===== config.mk =====
export PLATFORM = sky130hd
export DESIGN_NAME = arch_map_table
export DESIGN_NICKNAME = d
export VERILOG_FILES = /design/src/rtl/arch_map_table_pkg.sv /design/src/rtl/arch_map_table_retire_commit_chain.sv /design/src/rtl/arch_map_table.sv
export SDC_FILE = /design/constraint.sdc
export NUM_CORES = 1
export LEC_CHECK = 0
export CORE_MARGIN = 4
export CORE_UTILIZATION = 44
export CTS_BUF_LIST = sky130_fd_sc_hd__clkbuf_8
export DETAILED_ROUTE_END_ITERATION = 12
export HOLD_SLACK_MARGIN = 0.03
export SLEW_MARGIN = 20
export SYNTH_ARGS = -nofsm -noshare
export SYNTH_HDL_FRONTEND = slang
export SYNTH_SLANG_ARGS = --single-unit

===== constraint.sdc =====
create_clock -name clock -period 2.7 [get_ports clock]
set_input_delay 0.27 -clock clock [delete_from_list [all_inputs] [get_ports clock]]
set_output_delay 0.27 -clock clock [all_outputs]
set_load 0.005 [all_outputs]

===== src/rtl/arch_map_table_pkg.sv =====
// Shared types and constants for the retirement-side architectural map.
// Holds the default geometry, the retire and free packet records and the
// copy-out FSM state encoding.
package arch_map_table_pkg;

  // Physical tags travel on the CDB, so the map tag width tracks it.
  localparam int unsigned CDB_TAG_BITS  = 6;
  localparam int unsigned MAP_PTAG_BITS = CDB_TAG_BITS;

  localparam int unsigned MAP_ARCH_REGS = 32;
  localparam int unsigned MAP_AREG_BITS = $clog2(MAP_ARCH_REGS);
  localparam int unsigned MAP_N_WAY     = 2;
  localparam int unsigned MAP_COPY_W    = 8;

  // One retire slot: commit ptag into areg when valid.
  typedef struct packed {
    logic                     valid;
    logic [MAP_AREG_BITS-1:0] areg;
    logic [MAP_PTAG_BITS-1:0] ptag;
  } retire_map_packet_t;

  // One released tag headed for the free list.
  typedef struct packed {
    logic                     valid;
    logic [MAP_PTAG_BITS-1:0] ptag;
  } free_tag_packet_t;

  typedef enum logic [0:0] {
    MapIdle,
    MapCopy
  } map_state_e;

  // A single-beat copy still needs a one-bit counter.
  function automatic int unsigned beat_cnt_bits(input int unsigned beats);
    return (beats > 1) ? $clog2(beats) : 1;
  endfunction

endpackage


===== src/rtl/arch_map_table_retire_commit_chain.sv =====
// Combinational retire chain. Walks the retire slots oldest-first over a
// working copy of the map so that each slot sees the writes of the older
// slots in the same cycle.
//   slots_i     : per-slot retire records (valid already qualified)
//   map_i       : current committed map
//   map_we_o    : per-entry write enable for the next map
//   map_wdata_o : per-entry write data (youngest writer wins)
//   free_o      : per-slot displaced tag; valid dropped on a self-remap
module arch_map_table_retire_commit_chain
  import arch_map_table_pkg::*;
#(
  parameter int unsigned ARCH_REGS = MAP_ARCH_REGS,
  parameter int unsigned PTAG_BITS = MAP_PTAG_BITS,
  parameter int unsigned N_WAY     = MAP_N_WAY
) (
  input  retire_map_packet_t [N_WAY-1:0]                 slots_i,
  input  logic               [ARCH_REGS-1:0][PTAG_BITS-1:0] map_i,
  output logic               [ARCH_REGS-1:0]                map_we_o,
  output logic               [ARCH_REGS-1:0][PTAG_BITS-1:0] map_wdata_o,
  output free_tag_packet_t   [N_WAY-1:0]                 free_o
);

  logic [ARCH_REGS-1:0][PTAG_BITS-1:0] walk;

  always_comb begin
    walk     = map_i;
    map_we_o = '0;
    free_o   = '0;
    for (int k = 0; k < N_WAY; k++) begin
      if (slots_i[k].valid) begin
        // Displaced tag is whatever the older slots left behind.
        free_o[k].ptag  = walk[slots_i[k].areg];
        free_o[k].valid = (walk[slots_i[k].areg] != slots_i[k].ptag);
        walk[slots_i[k].areg]     = slots_i[k].ptag;
        map_we_o[slots_i[k].areg] = 1'b1;
      end
    end
    map_wdata_o = walk;
  end

endmodule


===== src/rtl/arch_map_table.sv =====
// Retirement-side architectural register map.
// Commits retiring tags into the map, releases displaced tags one cycle later
// and, on recover_req, streams the committed map to the rename table in beats.
//   clock, reset          : clock, synchronous active-high reset
//   ret_valid/areg/ptag   : retire slots, slot 0 oldest
//   ret_ready             : retirements accepted (IDLE only)
//   free_valid/free_ptag  : registered displaced tags
//   recover_req           : pulse starting a map copy-out
//   copy_valid/base/ptag  : one copy beat of COPY_W entries
//   copy_done             : marks the last beat
//   busy                  : copy-out in progress
module arch_map_table
  import arch_map_table_pkg::*;
#(
  parameter  int unsigned ARCH_REGS = MAP_ARCH_REGS,
  parameter  int unsigned PTAG_BITS = MAP_PTAG_BITS,
  parameter  int unsigned N_WAY     = MAP_N_WAY,
  parameter  int unsigned COPY_W    = MAP_COPY_W,
  localparam int unsigned AREG_BITS = $clog2(ARCH_REGS)
) (
  input  logic                                clock,
  input  logic                                reset,
  input  logic [N_WAY-1:0]                    ret_valid,
  input  logic [N_WAY-1:0][AREG_BITS-1:0]     ret_areg,
  input  logic [N_WAY-1:0][PTAG_BITS-1:0]     ret_ptag,
  output logic                                ret_ready,
  output logic [N_WAY-1:0]                    free_valid,
  output logic [N_WAY-1:0][PTAG_BITS-1:0]     free_ptag,
  input  logic                                recover_req,
  output logic                                copy_valid,
  output logic [AREG_BITS-1:0]                copy_base,
  output logic [COPY_W-1:0][PTAG_BITS-1:0]    copy_ptag,
  output logic                                copy_done,
  output logic                                busy
);

  localparam int unsigned BEATS    = ARCH_REGS / COPY_W;
  localparam int unsigned CNT_BITS = beat_cnt_bits(BEATS);
  localparam logic [CNT_BITS-1:0] LAST_BEAT = CNT_BITS'(BEATS - 1);

  map_state_e state_q, state_d;
  logic [CNT_BITS-1:0] beat_q, beat_d;
  logic [AREG_BITS-1:0] next_base;

  logic [ARCH_REGS-1:0][PTAG_BITS-1:0] map_q, map_d, map_wdata;
  logic [ARCH_REGS-1:0]                map_we;
  logic [COPY_W-1:0][PTAG_BITS-1:0]    copy_ptag_q, copy_ptag_d;

  retire_map_packet_t [N_WAY-1:0] slots;
  free_tag_packet_t   [N_WAY-1:0] free_q, free_d;

  // Slots offered while copying are dropped here, before touching the map.
  always_comb begin
    slots = '0;
    for (int k = 0; k < N_WAY; k++) begin
      slots[k].valid = ret_valid[k] & ret_ready;
      slots[k].areg  = ret_areg[k];
      slots[k].ptag  = ret_ptag[k];
    end
  end

  arch_map_table_retire_commit_chain #(
    .ARCH_REGS (ARCH_REGS),
    .PTAG_BITS (PTAG_BITS),
    .N_WAY     (N_WAY)
  ) u_chain (
    .slots_i     (slots),
    .map_i       (map_q),
    .map_we_o    (map_we),
    .map_wdata_o (map_wdata),
    .free_o      (free_d)
  );

  always_comb begin
    map_d = map_q;
    for (int i = 0; i < ARCH_REGS; i++) begin
      if (map_we[i]) map_d[i] = map_wdata[i];
    end
  end

  // FSM state register
  always_ff @(posedge clock) begin
    if (reset) state_q <= MapIdle;
    else       state_q <= state_d;
  end

  // FSM next state
  always_comb begin
    state_d = state_q;
    unique case (state_q)
      MapIdle: if (recover_req) state_d = MapCopy;
      MapCopy: if (beat_q == LAST_BEAT) state_d = MapIdle;
      default: state_d = MapIdle;
    endcase
  end

  // FSM outputs
  always_comb begin
    ret_ready  = (state_q == MapIdle);
    busy       = (state_q == MapCopy);
    copy_valid = (state_q == MapCopy);
    copy_done  = (state_q == MapCopy) && (beat_q == LAST_BEAT);
    copy_base  = AREG_BITS'(32'(beat_q) * COPY_W);
  end

  // Beat counter and copy data. The copy register loads from map_d so the
  // first beat already reflects retirements accepted alongside recover_req.
  always_comb begin
    beat_d = '0;
    if ((state_q == MapCopy) && (beat_q != LAST_BEAT)) beat_d = beat_q + 1'b1;
    next_base   = AREG_BITS'(32'(beat_d) * COPY_W);
    copy_ptag_d = '0;
    if (state_d == MapCopy) begin
      for (int j = 0; j < COPY_W; j++) begin
        copy_ptag_d[j] = map_d[next_base + AREG_BITS'(j)];
      end
    end
  end

  always_ff @(posedge clock) begin
    if (reset) begin
      for (int i = 0; i < ARCH_REGS; i++) map_q[i] <= PTAG_BITS'(i + 1);
      beat_q      <= '0;
      copy_ptag_q <= '0;
      free_q      <= '0;
    end else begin
      map_q       <= map_d;
      beat_q      <= beat_d;
      copy_ptag_q <= copy_ptag_d;
      free_q      <= free_d;
    end
  end

  always_comb begin
    for (int k = 0; k < N_WAY; k++) begin
      free_valid[k] = free_q[k].valid;
      free_ptag[k]  = free_q[k].ptag;
    end
    copy_ptag = copy_ptag_q;
  end

endmodule


# After elaboration in Yosys (flattened, before gate mapping)
# Index checks and enable logic that the tools add are counted.
totals:
  regBits: 257
  input_bits: 27
  output_inout_bits: 71
  wordCells: 154
op_classes:
  addsub: 8
  order_cmp: 12
  eq_ne: 4
  n_mux: 70
  bitwise_logic: 7
  n_reduce_logical: 7
op_table:
  columns: ["op", "n"]
  rows:
  - ["192-bit bitwise mux", 2]
  - ["192-bit two-way mux", 2]
  - ["6-bit binary-select mux with 5-bit select", 9]
  - ["6-bit two-way mux", 44]
  - ["32-bit two-way mux", 2]
  - ["6-bit demux with 5-bit select", 2]
  - ["5-bit by 6-bit < comparator with 1-bit output (second input constant)", 10]
  - ["32-bit OR", 1]
  - ["5-bit by 3-bit adder with 5-bit output (second input constant)", 4]
  - ["6-bit binary-select mux with 2-bit select", 1]
  - ["6-bit inequality test", 2]
  - ["5-bit by 2-bit adder with 5-bit output (second input constant)", 2]
  - ["1-bit demux with 5-bit select", 2]
  - ["5-bit by 1-bit greater-or-equal comparator with 1-bit output (second input constant)", 2]
  - ["2-bit OR reduction", 3]
  - ["5-bit by 1-bit adder with 5-bit output (second input constant)", 1]
  - ["1-bit logical AND", 4]
  - ["1-bit two-way mux", 4]
  - ["1-bit NOT", 4]
  - ["2-bit by 1-bit adder with 2-bit output (second input constant)", 1]
  - ["1-bit bitwise AND", 2]
  - ["2-bit equality test (second input constant)", 1]
  - ["2-bit two-way mux", 1]
  - ["2-bit inequality test (second input constant)", 1]
  - ["1-bit case mux with 2 select lines", 1]

# Depth between registers and ports, before layout
depth:
  depth_word: 11
  depth_mapped: 13
  depth_no_buf: 9

# Hierarchy
# A second synthesis with hierarchy kept.
hier_totals:
  hier_cells: 2202
  hier_area_um2: 18226.2
by_module_without_submodules:
  columns: ["mod", "instances", "cells_per_inst", "area_per_inst_um2", "seq_area_each_um2"]
  rows:
  - ["arch_map_table", 1, 948, 9920.8, 5144.9]
  - ["arch_map_table_retire_commit_chain", 1, 1254, 8305.5, 0.0]

# Least setup slack after synthesis
# No wires, ideal clock.
synth_path:
  path_kind: "register -> register"
  start: "register state_q, in the netlist busy"
  end: "register free_q, in the netlist free_valid[1]"
  setup_ps: 134
  arrival_ps: 2517
  required_ps: 2566
  slack_ps: 48
  stages_incl_launch_ff: 11
  n_path_buf: 1
  period_less_slack_ps: 2652
  path_cell_list: "dfxtp_1 -> nand4bb_1 -> buf_2 -> nor2_1 -> mux2_2 -> o2111a_1 -> nor4bb_1 -> nand4_2 -> xnor2_1 -> a211oi_2 -> a41oi_2"
synth_via:
  elab_chain_cells: 6
  word_cells_on_any_way: 9
  classes_between: "eq/ne (1); mux (3); bitwise (4); reduce/logical (1)"
synth_rtl:
  columns: ["item", "line", "rtl"]
  rows:
  - ["start: declaration", "arch_map_table.sv:41", "map_state_e state_q, state_d;"]
  - ["start signal: assignment", "arch_map_table.sv:83", "if (reset) state_q <= MapIdle;"]
  - ["start signal: assignment", "arch_map_table.sv:84", "else state_q <= state_d;"]
  - ["1-bit NOT *", null, null]
  - ["1-bit bitwise AND", "arch_map_table.sv:56", "slots[k].valid = ret_valid[k] & ret_ready;"]
  - ["192-bit two-way mux", "arch_map_table_retire_commit_chain.sv:30", "if (slots_i[k].valid) begin"]
  - ["6-bit binary-select mux with 5-bit select", "arch_map_table_retire_commit_chain.sv:33", "free_o[k].valid = (walk[slots_i[k].areg] != slots_i[k].ptag);"]
  - ["6-bit two-way mux (implied by the code)", "arch_map_table_retire_commit_chain.sv:33", null]
  - ["6-bit inequality test", "arch_map_table_retire_commit_chain.sv:33", null]
  - ["end signal: assignment", "arch_map_table.sv:130", "free_q <= free_d;"]
  - ["end: declaration", "arch_map_table.sv:50", "free_tag_packet_t [N_WAY-1:0] free_q, free_d;"]
# Mark *: on every way between the ends. The rest lies on a longest branch, timed or not. The select of a mux whose other input is x is not followed.
# A chain may end at the register's enable or synchronous reset.

# Worst setup path in the final report
# Ends and elaborated chain as after synthesis.

==> results_dict.tcl <==
set metrics [dict create \
    synth.most_common_cell "nor2_1" \
    vias 20874 \
    swShare_pct 31.2 \
    tns_ps -337 \
    syn_area_per_cell_um2 7.69 \
    synth_area_leaders "dfxtp_1 31%, mux2i_1 7.6%, nor2_1 7.1%, mux4_2 6.6%, nand2_1 5.4%" \
    p_switching_mw 3.20 \
    slowest_delay_ps 540 \
    r2r_slack_ps -220 \
    synthArstFlopShare_pct 0 \
    drc_errors 0 \
    status "finished with violations" \
    grt_pass1_vias 19705 \
    synthDistinctLibCells 92 \
    r2r_cells 10 \
    dpl_cell_area_mm2 0.0226 \
    clk_latency_ps 660 \
    cts-root-buf "clkbuf_8" \
    crit_path_start "busy" \
    hold_viol_final 0 \
    cts.sinks 257 \
    synth_cells 2189 \
    endpoint "free_valid[1]" \
    worst_path_max_delay_cell "or4b_4" \
    io_pins 98 \
    synth_edf_count 0 \
    antenna_found_initial 1 \
    drt-total-wl_mm 91.0 \
    period_share_pct 108 \
    worst_setup_path_start_kind "flop" \
    yosysWarnings 0 \
    final_area_mm2 0.0241 \
    critical_path_buf_inv_count 1 \
    synth_top_cells_by_count "318 x nor2_1, 257 x dfxtp_1, 244 x nand2_1" \
    seq_area_frac_synth_pct 30.6 \
    num_rows 71 \
    via_per_inst 6.37 \
    gp_congestion 1.09 \
    final_cells 3277 \
    nNetsFinal 2761 \
    htree_levels 2 \
    ant_nets 0 \
    crit_type "reg -> reg" \
    cts_buffers 47 \
    die-area_mm2 0.0414 \
    p_int_mw 7.05 \
    track_usage_pct 42.4 \
    combPwrFrac_pct 21.2 \
    antennaDiodeCount 0 \
    power.leakage_nw 9.95 \
    endpoint_kind "flop" \
    die_h_um 204 \
    hold_class "in -> reg" \
    numPortBuffers 94 \
    layout_setup_ws_ps -219 \
    rr_startpoint "busy" \
    clockBufferDepth 3 \
    area_delta_synth_final_pct 43.1 \
    fp.dieW_um 204 \
    worst_pin_slew_ps 842 \
    clkPwrFrac_pct 40.3 \
    fmaxAchievable_ghz 0.343 \
    rr_endpoint "free_valid[1]" \
    violations "setup timing" \
    cts_tree "built" \
    crit_family "simple AND/OR/NAND/NOR gates" \
    holdWs_ps 94.6 \
    hpwl_mm 68.1 \
    initial_utilization_pct 44.7 \
    final_layout_size_suffix_gt1_share_pct 32.4 \
    finalPower_mw 10.3 \
    vdd_drop_max_mv 0.389 \
    required_ps 3240 \
    drtIter0Drc 3161 \
    routedWlPerCell_um 27.8 \
    skew_ps 40.5 \
    max_cap_viol_count 0 \
    synthFlopType "dfxtp_1" \
    rsz0062_at_grt "yes" \
    firstDrtPassIters 6 \
    grt_pass1_wl_mm 132 \
    fin_crit_ps 2920 \
    syn-cell-area_mm2 0.0168 \
    yosysTopAreaCell "dfxtp_1" \
    critPathArrivalTime_ps 3460 \
    grt_remaining_overflow 0 \
    slew_violations 0 \
    crit_chain "or4b_4 -> buf_12 -> nor2_8 -> mux2i_1 -> o221ai_1 -> o2111a_1 -> nand4_1 -> xnor2_2 -> a211oi_2 -> a41oi_2" \
    clk_pin_slew_ps 70 \
    cp.depth 10 \
    grt_max_degree 72 \
    power_frac_seq_pct 38.5 \
    synth_top_cell_area_share_pct 30.6 \
    path_max_fanout 9 \
    relSlewSlack_pct 43.8 \
    ys_ff_latch 257 \
    dp.cells 3189 \
    power_density_mw_per_mm2 426 \
    setup_violations 4 \
    design.core.area_mm2 0.0377 \
]
==> per-layer routing <==
layer	vias up	wire length (µm)	track usage [%]
li1	9014	-	-
met1	9836	35900	59.2
met2	1712	37300	60.8
met3	312	13000	12.1
met4	0	4830	18.7
met5	-	0	0
==> sequential cells by signal, summed over array words and instances (netlist names) <==
| signal | flops |
|---|---|
| map_q | 192 |
| copy_ptag | 48 |
| free_ptag | 12 |
| beat_q | 2 |
| free_valid | 2 |
| busy | 1 |
==> cells by family (layout without fill, tap and decap cells) <==
kind of cell,after synthesis,count (layout),share of synthesized area (%)
fa+ha+maj,1,1,0.0743
flops,257,257,30.6
simple gates,961,961,27.7
compound gates,546,546,21.0
mux,180,180,14.4
buf+inv,231,806,5.63
xor+xnor,12,12,0.625
other cells,1,3,0.0223
==> worst min-delay path by stage <==
stage | startpoint | end | slack, ps | cells past startpoint
after floorplan | ret_ptag[8] | map_q[182] | 450 | 2
after CTS | reset | map_q[119] | 50 | 3
after global routing | reset | map_q[119] | 70 | 3
after global placement | map_q[102] | map_q[102] | 630 | 4
final | reset | map_q[119] | 90 | 3
after detailed placement | map_q[102] | map_q[102] | 640 | 4
==> power by group through the flow <==
| stage | registers, mW | clock network, mW | logic, mW |
|---|---|---|---|
| finish | 3.95 | 4.13 | 2.18 |
| floorplan | 4.01 | 0 | 0.944 |
| global route | 3.95 | 4.32 | 2.24 |
| detailed placement | 4.02 | 0 | 2.02 |
| CTS | 3.94 | 4.13 | 2.05 |
| global placement | 4.02 | 0 | 2.01 |
==> layout by cell type (no fill, tap or decap), drive strengths merged, types with 49 or more instances in the layout <==
cell type,count
buf,626
nor2,336
dfxtp,257
nand2,244
a21oi,137
mux2i,127
o21ai,123
a211oi,122
nor3,97
clkdlybuf4s50,88
nand3,74
clkbuf,59
mux4,49
==> what timing repair did <==
item                       CTS  global route
setup endpoints to repair   21            26
gates resized for setup     35            66
hold buffers                 0             0
pin swaps                    8            29
setup buffers                4             2
==> cell type report <==
type / count / area (µm²)
clock buffer: 59 / 812
inverter: 10 / 37.5
fill: 3451 / 13600
clock inverter: 23 / 196
sequential: 257 / 5150
multi-input combinational: 1703 / 11100
tap: 511 / 639
timing repair buffer: 714 / 6100
==> through the flow <==
step	utilization, %	worst slack, ps
after floorplan	-	48.4
after global placement	60.0	-734
after detailed placement	60.0	-746
after CTS	63.1	-163
after global routing	63.9	-237
final	63.9	-219
==> worst min-delay path, delay by kind of cell <==
family / cells / cell delay [ps]
buffers and inverters: 2 / 230
and+or+nand+nor: 1 / 170
Power figures use the tool's default switching activity.
